**src/rtl/ysyx_22050019_pkg.sv**
```systemverilog
// Shared types for the ysyx_22050019 bus fabric: FSM encodings, master ids, AXI resp codes.
package ysyx_22050019_pkg;

  typedef enum logic [2:0] {
    IDLE   = 3'd0,
    AR_IFU = 3'd1,
    AR_LSU = 3'd2,
    R_IFU  = 3'd3,
    R_LSU  = 3'd4
  } rd_state_t;

  typedef enum logic [1:0] {
    W_IDLE = 2'd0,
    W_DATA = 2'd1,
    W_RESP = 2'd2
  } wr_state_t;

  typedef enum logic {
    MST_IFU = 1'b0,
    MST_LSU = 1'b1
  } mst_t;

  localparam logic [1:0] RESP_OKAY   = 2'b00;
  localparam logic [1:0] RESP_SLVERR = 2'b10;

endpackage

```
**src/rtl/ysyx_22050019_rr_arb2.sv**
```systemverilog
// Two-way round-robin pick: req[0]=IFU, req[1]=LSU; on a tie the master not served last wins.
module ysyx_22050019_rr_arb2
  import ysyx_22050019_pkg::*;
(
  input  logic [1:0] req,
  input  logic       last,
  output logic [1:0] gnt
);

  always_comb begin
    gnt = 2'b00;
    case (req)
      2'b01:   gnt = 2'b01;
      2'b10:   gnt = 2'b10;
      2'b11:   gnt = (last == MST_LSU) ? 2'b01 : 2'b10;
      default: gnt = 2'b00;
    endcase
  end

endmodule

```
**src/rtl/ysyx_22050019_axi_arbiter.sv**
```systemverilog
// Merges IFU (read-only) and LSU (read/write) AXI masters onto one memory slave.
// Reads are round-robin arbitrated single-beat; the LSU write path is an independent pass-through.
module ysyx_22050019_axi_arbiter
  import ysyx_22050019_pkg::*;
#(
  parameter int ADDR_W = 32,
  parameter int DATA_W = 64
) (
  input  logic                clk,
  input  logic                rst,
  // IFU read master
  input  logic                ifu_ar_valid,
  output logic                ifu_ar_ready,
  input  logic [ADDR_W-1:0]   ifu_ar_addr,
  output logic                ifu_r_valid,
  input  logic                ifu_r_ready,
  output logic [DATA_W-1:0]   ifu_r_data,
  output logic [1:0]          ifu_r_resp,
  // LSU read master
  input  logic                lsu_ar_valid,
  output logic                lsu_ar_ready,
  input  logic [ADDR_W-1:0]   lsu_ar_addr,
  output logic                lsu_r_valid,
  input  logic                lsu_r_ready,
  output logic [DATA_W-1:0]   lsu_r_data,
  output logic [1:0]          lsu_r_resp,
  // LSU write master
  input  logic                lsu_aw_valid,
  output logic                lsu_aw_ready,
  input  logic [ADDR_W-1:0]   lsu_aw_addr,
  input  logic                lsu_w_valid,
  output logic                lsu_w_ready,
  input  logic [DATA_W-1:0]   lsu_w_data,
  input  logic [DATA_W/8-1:0] lsu_w_strb,
  output logic                lsu_b_valid,
  input  logic                lsu_b_ready,
  output logic [1:0]          lsu_b_resp,
  // memory slave
  output logic                s_ar_valid,
  input  logic                s_ar_ready,
  output logic [ADDR_W-1:0]   s_ar_addr,
  input  logic                s_r_valid,
  output logic                s_r_ready,
  input  logic [DATA_W-1:0]   s_r_data,
  input  logic [1:0]          s_r_resp,
  output logic                s_aw_valid,
  input  logic                s_aw_ready,
  output logic [ADDR_W-1:0]   s_aw_addr,
  output logic                s_w_valid,
  input  logic                s_w_ready,
  output logic [DATA_W-1:0]   s_w_data,
  output logic [DATA_W/8-1:0] s_w_strb,
  input  logic                s_b_valid,
  output logic                s_b_ready,
  input  logic [1:0]          s_b_resp,
  output logic                rd_err
);

  rd_state_t  rd_state, rd_next;
  wr_state_t  wr_state, wr_next;
  mst_t       last_gnt;
  logic [1:0] gnt;

  ysyx_22050019_rr_arb2 u_rr (
    .req  ({lsu_ar_valid, ifu_ar_valid}),
    .last (last_gnt),
    .gnt  (gnt)
  );

  always_ff @(posedge clk) begin
    if (rst) begin
      rd_state <= IDLE;
      wr_state <= W_IDLE;
      last_gnt <= MST_IFU;
      rd_err   <= 1'b0;
    end else begin
      rd_state <= rd_next;
      wr_state <= wr_next;
      if (rd_state == R_IFU && s_r_valid && s_r_ready) last_gnt <= MST_IFU;
      if (rd_state == R_LSU && s_r_valid && s_r_ready) last_gnt <= MST_LSU;
      if ((s_r_valid && s_r_ready && s_r_resp != RESP_OKAY) ||
          (s_b_valid && s_b_ready && s_b_resp != RESP_OKAY))
        rd_err <= 1'b1;
    end
  end

  // Read path; outputs are held quiet while rst is high.
  always_comb begin
    rd_next      = rd_state;
    s_ar_valid   = 1'b0;
    s_ar_addr    = '0;
    s_r_ready    = 1'b0;
    ifu_ar_ready = 1'b0;
    ifu_r_valid  = 1'b0;
    ifu_r_data   = '0;
    ifu_r_resp   = 2'b00;
    lsu_ar_ready = 1'b0;
    lsu_r_valid  = 1'b0;
    lsu_r_data   = '0;
    lsu_r_resp   = 2'b00;
    if (!rst) begin
      case (rd_state)
        IDLE: begin
          if (gnt[0]) begin
            s_ar_valid   = ifu_ar_valid;
            s_ar_addr    = ifu_ar_addr;
            ifu_ar_ready = s_ar_ready;
            rd_next      = s_ar_ready ? R_IFU : AR_IFU;
          end else if (gnt[1]) begin
            s_ar_valid   = lsu_ar_valid;
            s_ar_addr    = lsu_ar_addr;
            lsu_ar_ready = s_ar_ready;
            rd_next      = s_ar_ready ? R_LSU : AR_LSU;
          end
        end
        AR_IFU: begin
          s_ar_valid   = ifu_ar_valid;
          s_ar_addr    = ifu_ar_addr;
          ifu_ar_ready = s_ar_ready;
          if (ifu_ar_valid && s_ar_ready) rd_next = R_IFU;
        end
        AR_LSU: begin
          s_ar_valid   = lsu_ar_valid;
          s_ar_addr    = lsu_ar_addr;
          lsu_ar_ready = s_ar_ready;
          if (lsu_ar_valid && s_ar_ready) rd_next = R_LSU;
        end
        R_IFU: begin
          ifu_r_valid = s_r_valid;
          ifu_r_data  = s_r_data;
          ifu_r_resp  = s_r_resp;
          s_r_ready   = ifu_r_ready;
          if (s_r_valid && ifu_r_ready) rd_next = IDLE;
        end
        R_LSU: begin
          lsu_r_valid = s_r_valid;
          lsu_r_data  = s_r_data;
          lsu_r_resp  = s_r_resp;
          s_r_ready   = lsu_r_ready;
          if (s_r_valid && lsu_r_ready) rd_next = IDLE;
        end
        default: rd_next = IDLE;
      endcase
    end
  end

  // In W_IDLE, W travels only alongside AW so a combined beat moves straight to W_RESP;
  // the memory is expected not to take W ahead of its address.
  always_comb begin
    wr_next      = wr_state;
    s_aw_valid   = 1'b0;
    s_aw_addr    = '0;
    s_w_valid    = 1'b0;
    s_w_data     = '0;
    s_w_strb     = '0;
    s_b_ready    = 1'b0;
    lsu_aw_ready = 1'b0;
    lsu_w_ready  = 1'b0;
    lsu_b_valid  = 1'b0;
    lsu_b_resp   = 2'b00;
    if (!rst) begin
      case (wr_state)
        W_IDLE: begin
          s_aw_valid   = lsu_aw_valid;
          s_aw_addr    = lsu_aw_addr;
          lsu_aw_ready = s_aw_ready;
          s_w_valid    = lsu_w_valid && lsu_aw_valid;
          s_w_data     = lsu_w_data;
          s_w_strb     = lsu_w_strb;
          lsu_w_ready  = s_w_ready && s_aw_ready;
          if (lsu_aw_valid && s_aw_ready)
            wr_next = (lsu_w_valid && s_w_ready) ? W_RESP : W_DATA;
        end
        W_DATA: begin
          s_w_valid   = lsu_w_valid;
          s_w_data    = lsu_w_data;
          s_w_strb    = lsu_w_strb;
          lsu_w_ready = s_w_ready;
          if (lsu_w_valid && s_w_ready) wr_next = W_RESP;
        end
        W_RESP: begin
          lsu_b_valid = s_b_valid;
          lsu_b_resp  = s_b_resp;
          s_b_ready   = lsu_b_ready;
          if (s_b_valid && lsu_b_ready) wr_next = W_IDLE;
        end
        default: wr_next = W_IDLE;
      endcase
    end
  end

endmodule

```
**config.mk**
```make
export PLATFORM = sky130hd
export DESIGN_NAME = ysyx_22050019_axi_arbiter
export DESIGN_NICKNAME = d
export VERILOG_FILES = /design/src/rtl/ysyx_22050019_pkg.sv /design/src/rtl/ysyx_22050019_rr_arb2.sv /design/src/rtl/ysyx_22050019_axi_arbiter.sv
export SDC_FILE = /design/constraint.sdc
export NUM_CORES = 1
export LEC_CHECK = 0
export CORE_AREA = 2 2 209 211
export DETAILED_ROUTE_END_ITERATION = 7
export DIE_AREA = 0 0 211 213
export HOLD_SLACK_MARGIN = 0.08
export SLEW_MARGIN = 0
export SYNTH_ARGS = -nofsm -noshare
export SYNTH_HDL_FRONTEND = slang
export SYNTH_SLANG_ARGS = --single-unit
```
**constraint.sdc**
```tcl
create_clock -name clk -period 2.9 [get_ports clk]
set_clock_uncertainty 0.05 [all_clocks]
set_input_delay 0.29 -clock clk [delete_from_list [all_inputs] [get_ports clk]]
set_output_delay 0.29 -clock clk [all_outputs]
set_load 0.02 [all_outputs]
```
==> qor.txt <==
Power Dens Cells: 240 mW/mm²
Max cap viols: 0
Post-synth cell types: 33
Post-synth EDFFs: 0
Die height: 213 µm
CP Launch Type: flop
Synth top area share: 0.243
Status: finished, final reports clean
Sw Share: 0.450
Hold_buf cts: 0
CTS HTree Levels: 1
Port buffer count: 532
Ports: 533
Switch Pwr: 0.957 mW
Vias: 5476
Final antenna-violating net count: 0
Vias in the first global route: 5037
Yosys warning total: 0
Fmax: 369 MHz
# resized after CTS: 0
Worst slew pin tran: 0.416 ns
CTS tree: built
Pint: 1.17 mW
Place WS: 0.297 ns
Largest area contributor in the netlist: and2_1
Layout area overhead: 212%
Final TNS setup: 0 ns
Initial antenna violation count: 3
Initial DRC count: 227
Post-synth ARST share: 0
Layout Nets: 1282
Die area: 0.0449 mm²
Post-Route WL: 24200 µm
Post-Syn Instances: 532
Pins Over Slew Limit: 0
Row count: 76
Net Count, Synth: 784
Final-report hold violation count: 0
Share of layout cells above drive strength 1: 0.0224
Vias/cell: 3.48
Maximum vdd drop: 0.138 mV
Endpoints failing setup: 0
Clk sinks: 7
Slowest stage cell, crit path: clkdlybuf4s50_1
#FFs+latches synth: 7
GP Congestion: 0.937
CTS max path bufs: 2
Clock slew at reported path FFs: 0.05 ns
Min cycle time layout: 2.71 ns
Sequential Power Share: 0.060
TritonCTS buffer count: 3
Die width: 211 µm
RSZ-0062 raised after global routing: no
Grt ovf: 0
Seq. cell area: 140 µm²
Seq/Total Area, Yosys: 0.0494
Setup CP Type: flop to output port
Clk_lat worst skew: 0.24 ns
Global-route wire length before repair: 32700 µm
Post-layout worst setup margin: 0.191 ns
Syn Area/Cell: 5.33 µm²
Tightest Hold Check Type: input port to flop
Crit path arrival time: 2.37 ns
Clk pwr share: 0.129
Final period util: 0.934
Max FO, Critical Path: 70
GRT Total Usage: 0.0972
CP required: 2.56 ns
Primary FF master, synth: dfxtp_1
Slew HR: 0.722
Area of the multi-input gates: 0.00247 mm²
Residual DRC: 0
Initial core utilization: 0.0665
Post-detail-place hpwl: 21100 µm
CP Capture Type: output port
Slowest cell delay on critical path: 0.63 ns
Leakage: 3.05 nW
CTS Root Cell: clkbuf_16
Fillers: 4717
Drt first pass iters: 4
Comb power frac: 0.811
Largest net degree at the start of global routing: 80
Dominant cells by area after synthesis: and2_1 (24%), nor2_1 (19%), nand2b_1 (15%), nand2_1 (9.1%), o22ai_1 (7.1%)
Core area: 0.0427 mm²
Post-synthesis cell area: 0.00284 mm²
Worst path cell trace: or3b_2 -> buf_12 -> nor2_1 -> clkdlybuf4s50_1
Post-CTS Setup Inserts: 0
Routed WL per cell: 15.4 µm
ANT cells: 0
==> synth_stat cells, types with 2 or more instances <==
cell / n
ha_1: 2
nor3_1: 6
nor2b_1: 3
a21oi_1: 6
o211ai_1: 2
o21ai_0: 5
inv_1: 6
buf_6: 2
and2_1: 110
nand3b_1: 2
dfxtp_1: 7
buf_1: 2
nand2b_1: 70
nand3_1: 2
buf_2: 19
a211oi_1: 2
o22ai_1: 32
o21ai_1: 2
nand2_1: 69
nor2_1: 145
clkbuf_1: 26
==> flip-flops by register name, summed over array words and instances (netlist names) <==
name	cells
last_gnt	1
rd_err	1
rd_state	3
wr_state	2
==> kinds of logic after synthesis <==
group                    synth area share
AND/OR/NAND/NOR                     0.719
AO/OA/AOI/OAI                       0.133
buffers and inverters              0.0864
flip-flops                         0.0494
adder cells (fa/ha/maj)           0.00882
multiplexers                      0.00353
==> cell type report <==
| cell class | count | share of cell area |
|---|---|---|
| inverter | 6 | 0.00254 |
| clock buffer | 4 | 0.00889 |
| timing repair buffer | 542 | 0.617 |
| multi-input combinational | 470 | 0.279 |
| tap | 546 | 0.0771 |
| sequential | 7 | 0.0158 |
==> metrics by stage <==
stage	utilization	cells	hold WS, ns	area (µm²)	power (mW)
global placement	0.206	1571	0.471	8790	1.86
CTS	0.208	1575	0.371	8860	2.18
finish	0.208	1575	0.351	8860	2.13
detailed placement	0.206	1571	0.481	8790	1.87
global route	0.208	1575	0.396	8860	2.27
floorplan	-	532	0.412	2840	0.911
==> cells in the final DEF (no fill, tap or decap), types with 2 or more instances in the layout <==
cell type          n
a211oi_1           2
a21oi_1            6
and2_1           110
buf_12             6
buf_4              5
clkbuf_16          3
clkdlybuf4s50_1  530
dfxtp_1            7
ha_1               2
inv_1              6
nand2_1           69
nand2b_1          70
nand3_1            2
nand3b_1           2
nor2_1           144
nor2b_1            3
nor3_1             5
o211ai_1           2
o21ai_0            5
o21ai_2            2
o22ai_1           32
==> worst paths after layout <==
check	from	to	slack (ns)	cells after the start
worst max-delay path	rd_state[2]$_SDFFE_PP0P_	lsu_r_data[5]	0.19	4
worst min-delay path	rst	wr_state[1]$_SDFFE_PP0P_	0.35	2
worst max register to register	rd_state[2]$_SDFFE_PP0P_	last_gnt$_SDFFE_PP0P_	0.90	5
worst min register to register	rd_err$_SDFFE_PP0P_	rd_err$_SDFFE_PP0P_	0.49	2
==> power by group through the flow <==
stage	sequential (mW)	clock (mW)	combinational [mW]
final	0.127	0.274	1.73
after global routing	0.129	0.301	1.84
after CTS	0.127	0.305	1.75
after detailed placement	0.129	0	1.74
after global placement	0.129	0	1.73
after floorplan	0.115	0	0.796
==> critical path: cells and delay by family (launching register included) <==
family                 cells  cell delay (ns)
buffers and inverters      2             0.83
and+or+nand+nor            2             0.69
DFF                        1             0.52
==> metal layers <==
| layer | vias up | track usage | share of wire |
|---|---|---|---|
| li1 | 2660 | - | - |
| met1 | 2462 | 0.118 | 0.40 |
| met2 | 331 | 0.171 | 0.49 |
| met3 | 23 | 0.0278 | 0.093 |
| met4 | 0 | 0.0187 | 0.020 |
| met5 | - | 0 | 0 |
No activity file was read; power rests on OpenSTA's default activity.
